$ cat config.mk
export PLATFORM = sky130hd
export DESIGN_NAME = seq_player
export DESIGN_NICKNAME = d
export VERILOG_FILES = /design/src/rtl/seq_player_pkg.sv /design/src/rtl/seq_player_dwell.sv /design/src/rtl/seq_player.sv
export SDC_FILE = /design/constraint.sdc
export NUM_CORES = 1
export LEC_CHECK = 0
export ABC_CLOCK_PERIOD_IN_PS = 2100
export BUFFER_PORTS_ARGS = -buffer_cell sky130_fd_sc_hd__buf_2
export CAP_MARGIN = 10
export CORE_MARGIN = 4
export CORE_UTILIZATION = 45
export DETAILED_ROUTE_END_ITERATION = 10
export GPL_ROUTABILITY_DRIVEN = 0
export GPL_TIMING_DRIVEN = 0
export PLACE_DENSITY = 0.65
export SYNTH_ARGS = -nofsm -noshare
export SYNTH_HDL_FRONTEND = slang
export SYNTH_SLANG_ARGS = --single-unit
$ cat constraint.sdc
create_clock -name clock -period 2.1 [get_ports clock]
set_input_delay 0.63 -clock clock [delete_from_list [all_inputs] [get_ports clock]]
set_output_delay 0.63 -clock clock [all_outputs]
set_load 0.1 [all_outputs]
$ cat src/rtl/seq_player_pkg.sv
// seq_player_pkg: shared game widths and playback FSM state encoding
package seq_player_pkg;
  localparam int SYM_W_DEF   = 4;
  localparam int ROUND_W_DEF = 4;
  localparam int BLANK_SYM   = 0;
  typedef enum logic [2:0] {
    S_IDLE,
    S_FETCH,
    S_LOAD,
    S_SHOW,
    S_GAP,
    S_DONE
  } state_t;
endpackage

$ cat src/rtl/seq_player_dwell.sv
// dwell_counter: tick-gated dwell counter with clear and terminal-count compare
module dwell_counter #(
  parameter int W = 8
) (
  input  logic         clock,
  input  logic         reset,
  input  logic         clr,
  input  logic         inc,
  input  logic [W-1:0] term,
  output logic         tc
);
  logic [W-1:0] cnt_q, cnt_d;
  always_comb cnt_d = clr ? '0 : inc ? cnt_q + W'(1) : cnt_q;
  always_ff @(posedge clock or negedge reset)
    if (!reset) cnt_q <= '0;
    else        cnt_q <= cnt_d;
  assign tc = cnt_q == term;
endmodule

$ cat src/rtl/seq_player.sv
// seq_player: replays the stored symbol sequence on the LEDs, then raises end_fpga
module seq_player
  import seq_player_pkg::*;
#(
  parameter int SYM_W     = SYM_W_DEF,
  parameter int ROUND_W   = ROUND_W_DEF,
  parameter int ON_TICKS  = 2,
  parameter int OFF_TICKS = 1,
  parameter int TICK_W    = 8
) (
  input  logic               clock,
  input  logic               reset,
  input  logic               en,
  input  logic [ROUND_W-1:0] round,
  input  logic               tick,
  output logic [ROUND_W-1:0] rom_addr,
  input  logic [SYM_W-1:0]   rom_data,
  output logic [SYM_W-1:0]   leds,
  output logic               busy,
  output logic               end_fpga
);
  state_t             state_q, state_d;
  logic               en_q;
  logic [ROUND_W-1:0] idx_q, idx_d, last_q, last_d;
  logic [SYM_W-1:0]   leds_q, leds_d;
  logic               start, dwell, tc, step, active;
  assign start  = en & ~en_q;
  assign dwell  = state_q == S_SHOW || state_q == S_GAP;
  assign active = state_q == S_FETCH || state_q == S_LOAD || dwell;
  assign step   = tick & tc;
  // Counter is held clear outside SHOW/GAP and restarts at each dwell boundary
  dwell_counter #(.W(TICK_W)) u_dwell (
    .clock (clock),
    .reset (reset),
    .clr   (~dwell | step),
    .inc   (tick),
    .term  (state_q == S_SHOW ? TICK_W'(ON_TICKS - 1) : TICK_W'(OFF_TICKS - 1)),
    .tc    (tc)
  );
  always_comb begin
    state_d = state_q;
    idx_d   = idx_q;
    last_d  = last_q;
    leds_d  = leds_q;
    case (state_q)
      S_IDLE: begin
        leds_d = '0;
        if (start) begin
          idx_d   = '0;
          last_d  = round;
          state_d = S_FETCH;
        end
      end
      S_FETCH: state_d = S_LOAD;
      S_LOAD: begin
        leds_d  = rom_data;
        state_d = S_SHOW;
      end
      S_SHOW:
        if (step) begin
          leds_d  = '0;
          state_d = S_GAP;
        end
      S_GAP:
        if (step) begin
          // compare before increment so idx never wraps at the max round
          if (idx_q == last_q) state_d = S_DONE;
          else begin
            idx_d   = idx_q + ROUND_W'(1);
            state_d = S_FETCH;
          end
        end
      S_DONE: if (!en) state_d = S_IDLE;
      default: state_d = S_IDLE;
    endcase
    if (!en && active) begin
      state_d = S_IDLE;
      leds_d  = '0;
    end
  end
  always_ff @(posedge clock or negedge reset)
    if (!reset) begin
      state_q <= S_IDLE;
      en_q    <= 1'b0;
      idx_q   <= '0;
      last_q  <= '0;
      leds_q  <= '0;
    end else begin
      state_q <= state_d;
      en_q    <= en;
      idx_q   <= idx_d;
      last_q  <= last_d;
      leds_q  <= leds_d;
    end
  assign rom_addr = idx_q;
  assign leds     = leds_q;
  assign busy     = active;
  assign end_fpga = state_q == S_DONE;
endmodule

## After elaboration in Yosys (flattened, before gate mapping)

Cells that the tools add are included.

| word-level totals | value |
|---|---|
| register bits after elaboration | 24 |
| input port bits | 12 |
| output and inout bits | 10 |
| word-level logic and storage cells | 57 |

| operators by class | value |
|---|---|
| add/sub/neg operators | 2 |
| eq/ne operators | 14 |
| muxes and demuxes | 17 |
| bitwise operators | 5 |
| reduce and logical (&&, ||, !) cells | 13 |

Operators with widths:

| cell | count |
|---|---|
| 2-to-1 mux 4 bit | 5 |
| 2-to-1 mux 3 bit | 6 |
| case mux 3 bit (6 select lines) | 1 |
| 2-to-1 mux 8 bit | 2 |
| case mux 4 bit (3 select lines) | 1 |
| != test 3 x 2 -> 1 bit (second input constant) | 3 |
| adder 8 x 1 -> 8 bit (second input constant) | 1 |
| == test 8 x 1 -> 1 bit | 1 |
| case mux 4 bit (2 select lines) | 1 |
| AND reduction 4 bit | 2 |
| == test 3 x 2 -> 1 bit (second input constant) | 2 |
| == test 3 bit (second input constant) | 2 |
| != test 2 bit (second input constant) | 3 |
| adder 4 x 1 -> 4 bit (second input constant) | 1 |
| == test 4 bit | 1 |
| AND reduction 2 bit | 2 |
| nonzero test 2 bit | 2 |
| nonzero test 4 bit | 1 |
| == test 3 x 1 -> 1 bit (second input constant) | 1 |
| zero test 3 bit | 1 |
| logical OR 1 bit | 3 |
| != test 3 bit (second input constant) | 1 |
| AND 1 bit | 2 |
| inverter 1 bit | 2 |
| other kinds (4) | 4 |

## Logic depth before layout (Yosys ltp)

| depth | value |
|---|---|
| depth after elaboration | 7 |
| gate-level depth with buffers | 5 |
| mapped depth without buffers | 5 |

## Cells and area by module

From an unflattened synthesis, not the netlist that was laid out.

| unflattened totals | value |
|---|---|
| cells, all modules | 132 |
| area total of the unflattened synthesis | 1313.8 µm² |

Modules (own cells, without submodules):

| module | instances | cells each | area each (µm²) | sequential area each (µm²) |
|---|---|---|---|---|
| seq_player | 1 | 85 | 848.3 | 400.4 |
| dwell_counter | 1 | 47 | 465.4 | 200.2 |

## Least setup slack after synthesis

No wires, ideal clock.

| timing | value |
|---|---|
| path type | flip-flop to output port |
| start point | register state_q[0] |
| end point | output port busy |
| arrival time | 2.109 ns |
| required time | 1.470 ns |
| slack | -0.639 ns |
| cell stages (with the launch flop) | 4 |
| buffers on the path | 1 |
| cells stage by stage | dfrtp_1 > buf_2 > nor2_1 > xnor2_1 |

| between the ends | value |
|---|---|
| word-level cells in the longest chain between the ends | 3 |
| elaborated cells between the ends (all ways) | 7 |
| those cells by class | 4 x eq/ne; 3 x reduce/logical |

RTL lines:

| element | line | RTL |
|---|---|---|
| start: declaration | seq_player.sv:22 | `state_t state_q, state_d;` |
| start signal: assignment | seq_player.sv:89 | `state_q <= state_d;` |
| == test 3 x 1 -> 1 bit, or another cell as far along | seq_player.sv:29 | `assign active = state_q == S_FETCH \|\| state_q == S_LOAD \|\| dwell;` |
| logical OR 1 bit, on equally long branches | seq_player.sv:29, seq_player.sv:28 |  |
| logical OR 1 bit * | seq_player.sv:29 |  |
| end: declaration | seq_player.sv:19 | `output logic busy,` |

Every way passes the cells marked *; elsewhere a longest branch is shown, timed or not.

## Worst setup path in the final report

| timing | value |
|---|---|
| start point | register state_q[1] |
| end point | output port busy |

The elaborated chain is that of the path after synthesis.

==> results.md <==
- The per-cell via count in the routed design is 5.44.
- The row count is 18.
- The critical path starts at state_q[1].
- The proportion of synthesized chip area in sequential cells is 0.477.
- Synthesis instantiated 37 different standard cells from the library.
- The kind of cell with the highest combined delay along the critical path is buffers and inverters.
- Across the routed clock network, the largest skew measured is 0.00609 ns.
- In the global route stage, met2 resource usage came out at 0.226.
- The die covers 3710 sq um.
- Total power for the finished layout comes to 1.02 mW.
- The data arrival time at the worst-slack endpoint is 1.42 ns.
- The largest driver fanout on the critical path is 10.
- In this run the critical register-to-register path is captured at rom_addr[1].
- The sink count of the clock tree is 24.
- Setup repair after global routing could not meet its margin everywhere.
- The cell type contributing the most total cell area after synthesis is sky130_fd_sc_hd__dfrtp_1.
- The critical path contains buffers and inverters numbering 2 combined.
- TritonCTS built the clock tree.
- The count of synthesis-stage warnings from yosys is 0.
- The path class of the tightest hold or removal check is input port to asynchronous set/reset pin.
- The area share of the largest cell type after synthesis is 0.477.
- The worst slew margin relative to its limit is 0.421.
- The count of buffers added by post-CTS timing repair for setup is 0.
- The met3 track utilization from global routing is 0.0191.
- The commonest cells after synthesis are sky130_fd_sc_hd__dfrtp_1 (24), sky130_fd_sc_hd__nor2_1 (17), sky130_fd_sc_hd__nand2_1 (9).
- Setup violations remaining at the end of the flow were counted as 0.
- The final count of hold timing violations was 0.
- The global-route wire length before repair is 4150 um.
- Entering global routing, the biggest net connects 25 pins.
- Walking the worst path, the cells encountered are buf_2 -> nor2_2 -> xnor2_2 -> buf_6.
- Synthesis produced a netlist whose cell count is 121.
- In this run the tool buffered the top-level ports with 20 buffer cells.
- The critical path runs through a total of 4 cells.
- The number of enable flip-flop cells after synthesis is 0.
- The stage delay of the slowest cell on the critical path is 0.38 ns.
- The initial utilization of the core area, before any placement, comes to 0.490.
- The number of antenna violations at the first check in global routing came to 0.
- Across every metal layer, demand over resource in global routing totals 0.149.
- After detailed routing, the number of remaining DRC violations is 0.
- Following the worst setup path forward leads to its endpoint at busy.
- After routing the design area is 1490 sq um.
- The via count of the first global-routing pass is 900.
- In the final routed layout, each cell accounts on average for 13.8 um.
- The data required time of the critical path is 1.47 ns.
- The depth of the CTS H-tree is 1.
- The worst-case IR drop observed on VDD is 0.580 mV.
- The most used flip-flop cell after synthesis is sky130_fd_sc_hd__dfrtp_1.
- The placeable core region is 2570 sq um.
- The source-to-sink clock delay at the later pin of the worst-skew pair is 0.32 ns.
- 0 antenna diodes ended up in the layout.
- The largest individual stage delay along the critical path comes from the cell sky130_fd_sc_hd__dfrtp_1.
- The worst path in the final design needs a cycle of 2.05 ns, including I/O delays and setup.
- The tree is rooted in a sky130_fd_sc_hd__clkbuf_4.
- For this design the top-level I/O count stands at 22.
- The slack of the worst reg-to-reg path is 0.12 ns.
- The number of flip-flops and latches in the synthesized netlist is 24.
- The placed instance area is 1410 sq um.
- In this run the horizontal extent of the chip is 60.9 um.
- The post-layout net count is 160.
- In this run the most used layer during global routing was met2.
- The transition time at the pin with the least slew margin is 0.861 ns.
- Summed over all failing endpoints, the final setup total negative slack is 0 ns.
- The vertical extent of the die is 60.9 um.
- Counting cells, the worst reg-to-reg path comes to 5.
- In this run, the number of DRC markers left after iteration 0 of detailed routing was 34.
- In this run the remaining antenna-violating nets after routing total 0.
- The worst setup path is launched from a flip-flop.
- The area growth from synthesis to layout is 18.1%.
- The total via count after detailed routing is 952.
- The aggregate routed wire length is 2420 um.
- Global routing finished with a remaining overflow of 0.
- The number of violations of the max-capacitance limit is 0.
- Averaged over all synthesized cells, the footprint is 10.4 sq um.
- The startpoint identified for the worst register-to-register timing path is state_q[1].
- After synthesis, the cell types taking the most area are sky130_fd_sc_hd__dfrtp_1 (48%), sky130_fd_sc_hd__nor2_1 (5.1%), sky130_fd_sc_hd__xor2_1 (4.9%), sky130_fd_sc_hd__mux2_2 (3.6%), sky130_fd_sc_hd__xnor2_1 (3.5%).
- Power spread over the standard cell area amounts to 684 nW/um^2.
- The cell area after synthesis is 1260 sq um.
- Clock-pin slew was measured on the worst setup and hold paths at 0.14 ns.
- The net count after synthesis is 135.
- The proportion of layout cells with a drive suffix above 1 is 0.310.
- Based on the critical path, the design can be clocked at up to 0.488 GHz.
- The HPWL after detailed placement is 1810 um.
- By startpoint and endpoint, the worst setup path is classified as flip-flop to output pin.
- Summed over all cells, the static leakage comes to 0.681 nW.
- The max-slew violation count is 0.
- The first detailed-routing pass took 4 iterations.
- The number of buffers created by CTS is 3.
- The number of hold buffers added after CTS was 0.
- The most common cell in the synthesized netlist is sky130_fd_sc_hd__dfrtp_1.
- The type of element capturing the critical path is an output pin.
- In the finished design, the share of the clock period the worst path needs comes to 0.975.
- No sink is reached through more buffers than the 2 on the longest clock path.
- The met1 track demand over resource in global routing is 0.222.
- In the synthesized netlist the async set-or-reset flop fraction comes to 1.00.
- The run finished with clean final reports.
==> registers in the layout, indices dropped and copies added, names as in the netlist <==
name / count
u_dwell.cnt_q: 8
last_q: 4
leds: 4
rom_addr: 4
state_q: 3
en_q: 1
==> power breakdown <==
part | internal (mW) | total, mW | leakage (nW) | switching [mW]
Sequential | 0.489 | 0.506 | 0.317 | 0.0175
Clock | 0.193 | 0.336 | 0.0279 | 0.143
Combinational | 0.0632 | 0.174 | 0.336 | 0.111
Total | 0.745 | 1.02 | 0.681 | 0.271
==> kinds of logic (layout without fill, tap and decap cells) <==
kind of cell	count (synthesis)	in the layout	share of synthesized area
and+or+nand+nor	49	49	0.209
DFF	24	24	0.477
AOI/OAI and AO/OA	18	18	0.115
xor gates and xnor gates	12	12	0.0835
buffers and inverters	9	33	0.0348
muxes	7	7	0.0606
adders and majority gates	2	2	0.0199
==> what timing repair did <==
item                                    CTS  global route
resized for setup                         4             3
pin swaps                                 0             0
endpoints found under the hold margin     0             0
endpoints found under the setup margin    2             3
==> worst min path at each step <==
stage                        from          to  cells after the start
final                       reset  state_q[2]                      1
after detailed placement  leds[1]     leds[1]                      1
after CTS                   reset  state_q[2]                      1
after floorplan             reset        en_q                      0
after global routing        reset  state_q[2]                      1
after global placement    leds[2]     leds[2]                      1
==> routing by layer <==
layer | part of all wire | up-vias
met5 | 0 | -
met4 | 0.010 | 0
met3 | 0.039 | 2
met2 | 0.45 | 19
met1 | 0.50 | 460
li1 | - | 471
==> cells in the final DEF, fill, tap and decap left out, types with 2 or more instances in the layout <==
| cell | instances |
|---|---|
| sky130_fd_sc_hd__a21oi_1 | 5 |
| sky130_fd_sc_hd__a22o_1 | 4 |
| sky130_fd_sc_hd__a31o_2 | 2 |
| sky130_fd_sc_hd__buf_2 | 20 |
| sky130_fd_sc_hd__buf_4 | 2 |
| sky130_fd_sc_hd__clkbuf_4 | 3 |
| sky130_fd_sc_hd__dfrtp_1 | 21 |
| sky130_fd_sc_hd__dfrtp_2 | 3 |
| sky130_fd_sc_hd__ha_1 | 2 |
| sky130_fd_sc_hd__inv_1 | 4 |
| sky130_fd_sc_hd__mux2_2 | 4 |
| sky130_fd_sc_hd__mux2i_1 | 2 |
| sky130_fd_sc_hd__nand2_1 | 9 |
| sky130_fd_sc_hd__nand2b_1 | 3 |
| sky130_fd_sc_hd__nand3_1 | 2 |
| sky130_fd_sc_hd__nand4_1 | 5 |
| sky130_fd_sc_hd__nor2_1 | 15 |
| sky130_fd_sc_hd__nor2_2 | 2 |
| sky130_fd_sc_hd__nor3_1 | 2 |
| sky130_fd_sc_hd__nor3b_1 | 2 |
| sky130_fd_sc_hd__xnor2_1 | 4 |
| sky130_fd_sc_hd__xor2_1 | 7 |
==> area by class of cell <==
class / instances / area, sq um
Timing Repair Buffer: 20 / 121
Multi-Input combinational cell: 88 / 627
Buffer: 5 / 28.8
Tap cell: 30 / 37.5
Fill cell: 238 / 1080
Clock inverter: 1 / 30.0
Sequential cell: 24 / 604
Clock buffer: 3 / 22.5
Inverter: 4 / 15.0
==> per-stage QoR <==
stage                      util  std cells  worst slack [ns]  hold slack [ns]
after detailed placement  0.549        171           -0.0924            0.486
after global placement    0.549        171           -0.0893            0.486
after CTS                 0.574        175            0.0124            0.278
after floorplan               -        121          -0.00158            0.334
final                     0.579        175            0.0520            0.263
after global routing      0.579        175           -0.0173            0.298
Power figures use the tool's default switching activity.
